==> config.mk <==
export PLATFORM = sky130hd
export DESIGN_NAME = escalonador_atividades
export DESIGN_NICKNAME = d
export VERILOG_FILES = /design/src/rtl/escalonador_pkg.sv /design/src/rtl/detector_borda.sv /design/src/rtl/escalonador_atividades.sv
export SDC_FILE = /design/constraint.sdc
export NUM_CORES = 1
export LEC_CHECK = 0
export ABC_AREA = 1
export CAP_MARGIN = 20
export CORE_UTILIZATION = 55
export DETAILED_ROUTE_END_ITERATION = 8
export GPL_ROUTABILITY_DRIVEN = 0
export PLACE_DENSITY_LB_ADDON = 0.25
export SYNTH_ARGS = -nofsm -noshare
export SYNTH_HDL_FRONTEND = slang
export SYNTH_SLANG_ARGS = --single-unit
==> constraint.sdc <==
create_clock -name clk -period 3.8 [get_ports clk]
set_input_delay 0.57 -clock clk [delete_from_list [all_inputs] [get_ports clk]]
set_output_delay 0.57 -clock clk [all_outputs]
set_load 0.01 [all_outputs]
==> src/rtl/escalonador_pkg.sv <==
// Shared types for the pet activity scheduler: activity codes, attribute ceiling
// and the button request index, whose numeric order is also its priority order.
package escalonador_pkg;

    typedef enum logic [3:0] {
        OCIOSO     = 4'b0000,
        DORMINDO   = 4'b0001,
        COMENDO    = 4'b0010,
        DANDO_AULA = 4'b0100,
        MORTO      = 4'b1000
    } estado_t;

    localparam int ATRIB_MAX = 100;
    localparam int NUM_REQ   = 3;

    // Lower index wins: dormir > comer > aula.
    typedef enum logic [1:0] {
        REQ_DORMIR = 2'd0,
        REQ_COMER  = 2'd1,
        REQ_AULA   = 2'd2
    } req_t;

    function automatic estado_t req_para_estado(input req_t r);
        case (r)
            REQ_DORMIR: return DORMINDO;
            REQ_COMER:  return COMENDO;
            default:    return DANDO_AULA;
        endcase
    endfunction

    function automatic req_t estado_para_req(input estado_t e);
        case (e)
            DORMINDO: return REQ_DORMIR;
            COMENDO:  return REQ_COMER;
            default:  return REQ_AULA;
        endcase
    endfunction

endpackage

==> src/rtl/detector_borda.sv <==
// Single-bit rising-edge detector: pulses while the input is high and was low
// at the previous clock edge.
module detector_borda (
    input  logic clk,
    input  logic rst_n,
    input  logic din,
    output logic borda
);

    logic prev;

    always_ff @(posedge clk or negedge rst_n) begin
        if (!rst_n) prev <= 1'b0;
        else        prev <= din;
    end

    assign borda = din & ~prev;

endmodule

==> src/rtl/escalonador_atividades.sv <==
// Activity scheduler for the pet: arbitrates button requests, times each activity
// in prescaled ticks, applies cooldown and a one-entry pending slot, and latches MORTO.
// Optional forced sleep on low sono is enabled by defining ESCALONADOR_AUTO_DORMIR_EN.
module escalonador_atividades
    import escalonador_pkg::*;
#(
    parameter int TICK_DIV    = 256,
    parameter int DUR_MIN     = 4,
    parameter int DUR_MAX     = 16,
    parameter int COOLDOWN    = 2,
    parameter int LIMIAR_SONO = 20
) (
    input  logic       clk,
    input  logic       rst_n,
    input  logic       btn_dormir,
    input  logic       btn_comer,
    input  logic       btn_aula,
    input  logic [7:0] fome,
    input  logic [7:0] sono,
    input  logic [7:0] felicidade,
    input  logic       morreu,
    output logic [3:0] estado,
    output logic       ocupado,
    output logic       recusado
);

    localparam int PW = (TICK_DIV > 1) ? $clog2(TICK_DIV) : 1;
    localparam int DW = $clog2(DUR_MAX + 1);
    localparam int CW = (COOLDOWN > 0) ? $clog2(COOLDOWN + 1) : 1;

    localparam logic [PW-1:0] PRESC_FIM   = PW'(TICK_DIV - 1);
    localparam logic [DW-1:0] DUR_MIN_L   = DW'(DUR_MIN);
    localparam logic [DW-1:0] DUR_MAX_L   = DW'(DUR_MAX);
    localparam logic [CW-1:0] CD_INI      = CW'(COOLDOWN);
    localparam logic [7:0]    ATRIB_CHEIO = 8'(ATRIB_MAX);
    localparam logic [7:0]    LIMIAR_L    = 8'(LIMIAR_SONO);

`ifdef ESCALONADOR_AUTO_DORMIR_EN
    localparam bit AUTO_DORMIR = 1'b1;
`else
    localparam bit AUTO_DORMIR = 1'b0;
`endif

    logic [NUM_REQ-1:0] btn, borda;
    logic               best_vld, multi, tick, atrib_cheio, sono_baixo;
    req_t               best_idx;

    estado_t            estado_q, estado_nx;
    logic [DW-1:0]      dur_q, dur_nx, dur_inc;
    logic [CW-1:0]      cd_q, cd_nx;
    logic               pend_vld_q, pend_vld_nx;
    req_t               pend_q, pend_nx;
    logic               rec_q, rec_nx;
    logic [PW-1:0]      presc_q;

    logic               pedido, ativo_vld;
    req_t               ativo_idx;

    assign btn = {btn_aula, btn_comer, btn_dormir};

    genvar i;
    generate
        for (i = 0; i < NUM_REQ; i++) begin : g_borda
            detector_borda u_borda (
                .clk   (clk),
                .rst_n (rst_n),
                .din   (btn[i]),
                .borda (borda[i])
            );
        end
    endgenerate

    // Free-running prescaler; activities start at arbitrary phase within a tick.
    always_ff @(posedge clk or negedge rst_n) begin
        if (!rst_n) presc_q <= '0;
        else        presc_q <= tick ? '0 : presc_q + 1'b1;
    end

    assign tick = (presc_q == PRESC_FIM);

    always_comb begin
        best_idx = REQ_AULA;
        if (borda[REQ_DORMIR])     best_idx = REQ_DORMIR;
        else if (borda[REQ_COMER]) best_idx = REQ_COMER;
    end

    assign best_vld = |borda;
    assign multi    = (borda[0] & borda[1]) | (borda[0] & borda[2]) | (borda[1] & borda[2]);

    always_comb begin
        case (estado_q)
            DORMINDO:   atrib_cheio = (sono >= ATRIB_CHEIO);
            COMENDO:    atrib_cheio = (fome >= ATRIB_CHEIO);
            DANDO_AULA: atrib_cheio = (felicidade >= ATRIB_CHEIO);
            default:    atrib_cheio = 1'b0;
        endcase
    end

    assign sono_baixo = AUTO_DORMIR && (sono <= LIMIAR_L);
    assign dur_inc    = (dur_q == DUR_MAX_L) ? dur_q : dur_q + 1'b1;

    always_ff @(posedge clk or negedge rst_n) begin
        if (!rst_n) begin
            estado_q   <= OCIOSO;
            dur_q      <= '0;
            cd_q       <= '0;
            pend_vld_q <= 1'b0;
            pend_q     <= REQ_DORMIR;
            rec_q      <= 1'b0;
        end else begin
            estado_q   <= estado_nx;
            dur_q      <= dur_nx;
            cd_q       <= cd_nx;
            pend_vld_q <= pend_vld_nx;
            pend_q     <= pend_nx;
            rec_q      <= rec_nx;
        end
    end

    always_comb begin
        estado_nx   = estado_q;
        dur_nx      = dur_q;
        cd_nx       = cd_q;
        pend_vld_nx = pend_vld_q;
        pend_nx     = pend_q;
        rec_nx      = 1'b0;
        pedido      = 1'b0;
        ativo_vld   = 1'b0;
        ativo_idx   = REQ_DORMIR;

        if (morreu || estado_q == MORTO) begin
            estado_nx   = MORTO;
            dur_nx      = '0;
            cd_nx       = '0;
            pend_vld_nx = 1'b0;
        end else begin
            rec_nx = multi;
            if (estado_q == OCIOSO) begin
                if (tick && cd_q != '0) cd_nx = cd_q - 1'b1;
                if (cd_q != '0) begin
                    pedido = best_vld;
                end else if (sono_baixo) begin
                    estado_nx = DORMINDO;
                    dur_nx    = '0;
                    rec_nx    = best_vld;
                end else if (pend_vld_q) begin
                    // Slot empties as its activity starts, so a fresh edge may refill it.
                    estado_nx   = req_para_estado(pend_q);
                    dur_nx      = '0;
                    pend_vld_nx = 1'b0;
                    pedido      = best_vld;
                    ativo_vld   = 1'b1;
                    ativo_idx   = pend_q;
                end else if (best_vld) begin
                    estado_nx = req_para_estado(best_idx);
                    dur_nx    = '0;
                end
            end else begin
                pedido    = best_vld;
                ativo_vld = 1'b1;
                ativo_idx = estado_para_req(estado_q);
                if (tick) begin
                    dur_nx = dur_inc;
                    if (dur_inc == DUR_MAX_L || (dur_inc >= DUR_MIN_L && atrib_cheio)) begin
                        estado_nx = OCIOSO;
                        dur_nx    = '0;
                        cd_nx     = CD_INI;
                    end
                end
            end

            if (pedido) begin
                if (ativo_vld && best_idx == ativo_idx) begin
                    rec_nx = 1'b1;
                end else if (!pend_vld_nx || best_idx < pend_nx) begin
                    pend_vld_nx = 1'b1;
                    pend_nx     = best_idx;
                end else begin
                    rec_nx = 1'b1;
                end
            end
        end
    end

    always_comb begin
        case (estado_q)
            DORMINDO, COMENDO, DANDO_AULA: ocupado = 1'b1;
            OCIOSO:                        ocupado = (cd_q != '0);
            default:                       ocupado = 1'b0;
        endcase
    end

    assign estado   = estado_q;
    assign recusado = rec_q;

endmodule

==> results.md <==
- Maxcap violations: 0
- Post-CTS Repair Setup Buffers: 0
- FF-to-FF End: estado[2]$_DFFE_PN0P_
- Post-Syn Area per Cell: 6.91 um^2
- Reg area: 651 um^2
- Global-route wire length before repair: just under 6000 um
- Violated checks: DRC
- Largest cells by area after synthesis: dfrtp_1 (38%), nand2_1 (18%), inv_1 (8.7%)
- Most common cell in the netlist: nand2_1
- Tightest Pin Transition: 0.342 ns
- Worst Path Max Fanout: 7
- R2R Setup Slk: 1.84 ns
- Routed WL: around 3600 um
- Max Fclk: 0.392 GHz
- Register bit total from synthesis: 26
- Layout fillers: 236
- Post-synth top area share: 37.8%
- Slew Viols, Final: 0
- Worst hold endpoint: presc_q[0]$_DFF_PN0_
- Dpl ws: 1.21 ns
- Final worst slack: 1.25 ns
- Grt ovf: 0
- Buffers on Ports: 29
- Reg2Reg Depth: 13
- Post-Synthesis Cells: 249
- Post-CTS resize count: 0
- TritonCTS Buffers: 3
- Hpwl dp: 2700 um
- DR vias: 1640
- DR DRC count: 2
- EDFF count, synth: 0
- Fin nets: around 320
- Post-synth top area cell: dfrtp_1
- Multi-input logic area: 896 um^2
- Die width: 58.0 um
- Number of library cell types mapped by synthesis: 27
- Worst hold path type: reg2reg
- Pin count of the biggest net entering global routing: 27
- Clock Sinks: 26
- Sequential fraction of the synthesis area: 37.8%
- Hold WS: about 0.47 ns
- Worst-skew pair later-pin latency: 0.33 ns
- Vias in the first global route: 1438
- Hold Startpoint: presc_q[0]$_DFF_PN0_
- Die area: 3360 um^2
- FF-to-FF Start: dur_q[0]$_DFFE_PN0P_
- Vias/cell: 5.24
- Finished Core Util: 73.6%
- CTS Hold Bufs: 0
- Post-route setup TNS: 0 ns
- Non-filler cells in the finished layout: 313
- Clock tree from TritonCTS: built
- Post-synthesis net count: 284
- Synthesized area: 1720 um^2
- CP Launch Type: flip-flop
- Crit. End Element: output pin
- Layout cells sized above 1: 10.3%
- RSZ-0062 raised after global routing: false
- Antenna-violating nets left: 0
- TritonRoute pass-1 iters: 6
- Area growth syn-to-layout: 21.9%
- Critical path cell sequence: inv_1 > nand2_2 > nor2_4 > inv_1 > o21ai_0 > clkdlybuf4s50_1
- H-Tree Depth: 1
- Slowest stage delay, CP: ~0.56 ns
- Clock Path Buffers: 2
- DR iter-0 viols: 66
- Fin. Hold Viols: 0
- Final setup violation count: 0
- WS Path Type: reg2out
- Post-synth top cells: nand2_1 (84), inv_1 (40), nor2_1 (27)
- Total track usage: 22.6%
- Average wire per standard cell: 11.4 um
- Status: finished with violations
- Fin crit share: 67.1%
- Synth warn: 0
- Skew final: between 0.005 and 0.006 ns
- Most common cell on crit path: inv_1
- # rows: 19
- VDD IR max: ~0.00024 V
- Initial antenna violation count: 0
- Power Dens Cells: about 250 nW/um^2
- CP required: 3.23 ns
- Static Leak: 0.00112 uW
- Placed instance count: around 300
- Worst Hold Path Cells: 1
- Async SR Flop Fraction: 100%
- CP max-delay cell: clkdlybuf4s50_1
- Clk root buf: clkbuf_4
- Starting density of the core: about 60%
- CP arrival: 1.98 ns
- Die H: between 50 and 60 um
- Slew headroom: 77.0%
- Clock slew seen by the registers of the worst setup and hold paths: 0.14 ns
- Tmin final: between 2 and 3 ns
- Post-synth top flop: dfrtp_1
- Io pins: 36
- Diodes inserted: 0
- Core area: roughly 2900 um^2
## per-layer routing
layer	up-vias	global-route usage, %	routed length, um
met3	7	3.79	149
met2	33	39.6	1730
li1	843	-	-
met4	0	7.48	51
met1	757	28.3	1650
met5	-	0	0
## registers in the layout, summed over array words and instances, names as in the netlist
signal / flops
presc_q: 8
dur_q: 5
estado: 4
g_borda.u_borda.prev: 3
cd_q: 2
pend_q: 2
pend_vld_q: 1
recusado: 1
## worst max-delay path by stage
stage / start / end
3_3_place_gp: btn_comer / pend_q[1]$_DFFE_PN0P_
3_5_place_dp: btn_comer / pend_q[0]$_DFFE_PN0P_
5_1_grt: estado[0]$_DFFE_PN0P_ / ocupado
4_1_cts: estado[0]$_DFFE_PN0P_ / ocupado
6_report: estado[0]$_DFFE_PN0P_ / ocupado
2_1_floorplan: btn_comer / pend_q[0]$_DFFE_PN0P_
## cell families (layout without fill, tap and decap cells)
| logic type | count (synthesis) | after routing | synth area share, % |
|---|---|---|---|
| DFF | 26 | 26 | 37.8 |
| and+or+nand+nor | 151 | 151 | 39.2 |
| buffers and inverters | 44 | 77 | 10.2 |
| AOI/OAI and AO/OA | 19 | 19 | 7.12 |
| xor gates and xnor gates | 4 | 4 | 2.03 |
| adders and majority gates | 5 | 5 | 3.63 |
## per-stage QoR
stage               power (uW)  cell area (um^2)
floorplan                  305              1720
global placement           337              2050
detailed placement         339              2050
CTS                        526              2100
global route               544              2100
finish                     525              2100
## critical path: cells and delay by family (launching register included)
family | cells | cell delay [ns]
flops | 1 | 0.46
buf+inv | 3 | 0.75
simple gates | 2 | 0.30
compound gates | 1 | 0.15
## layout by cell type (no fill, tap or decap), drive strengths merged
cell type       n
a21oi           7
clkbuf          3
ha              5
nor2           32
o21ai          10
or2             1
nand2          90
clkdlybuf4s50  29
dfrtp          26
xor2            4
inv            43
nand4           3
a211oi          1
nor4            1
a22oi           1
nand3          19
and2            1
buf             1
nor3            4
bufinv          1
## cell type report
type,instances,share of cell area [%]
multi-input combinational,179,42.7
sequential,26,31.0
timing repair buffer,30,14.2
inverter,43,7.81
tap,31,1.85
clock inverter,1,1.43
clock buffer,3,1.07
## power by group
| part | internal, uW | total, uW | leakage [uW] | switching [uW] |
|---|---|---|---|---|
| Clock | 107 | 191 | 0.0000279 | 84.2 |
| Sequential | 278 | 279 | 0.000337 | 0.497 |
| Combinational | 29.7 | 54.9 | 0.000757 | 25.2 |
| Total | 415 | 525 | 0.00112 | 110 |
Power figures use the tool's default switching activity.
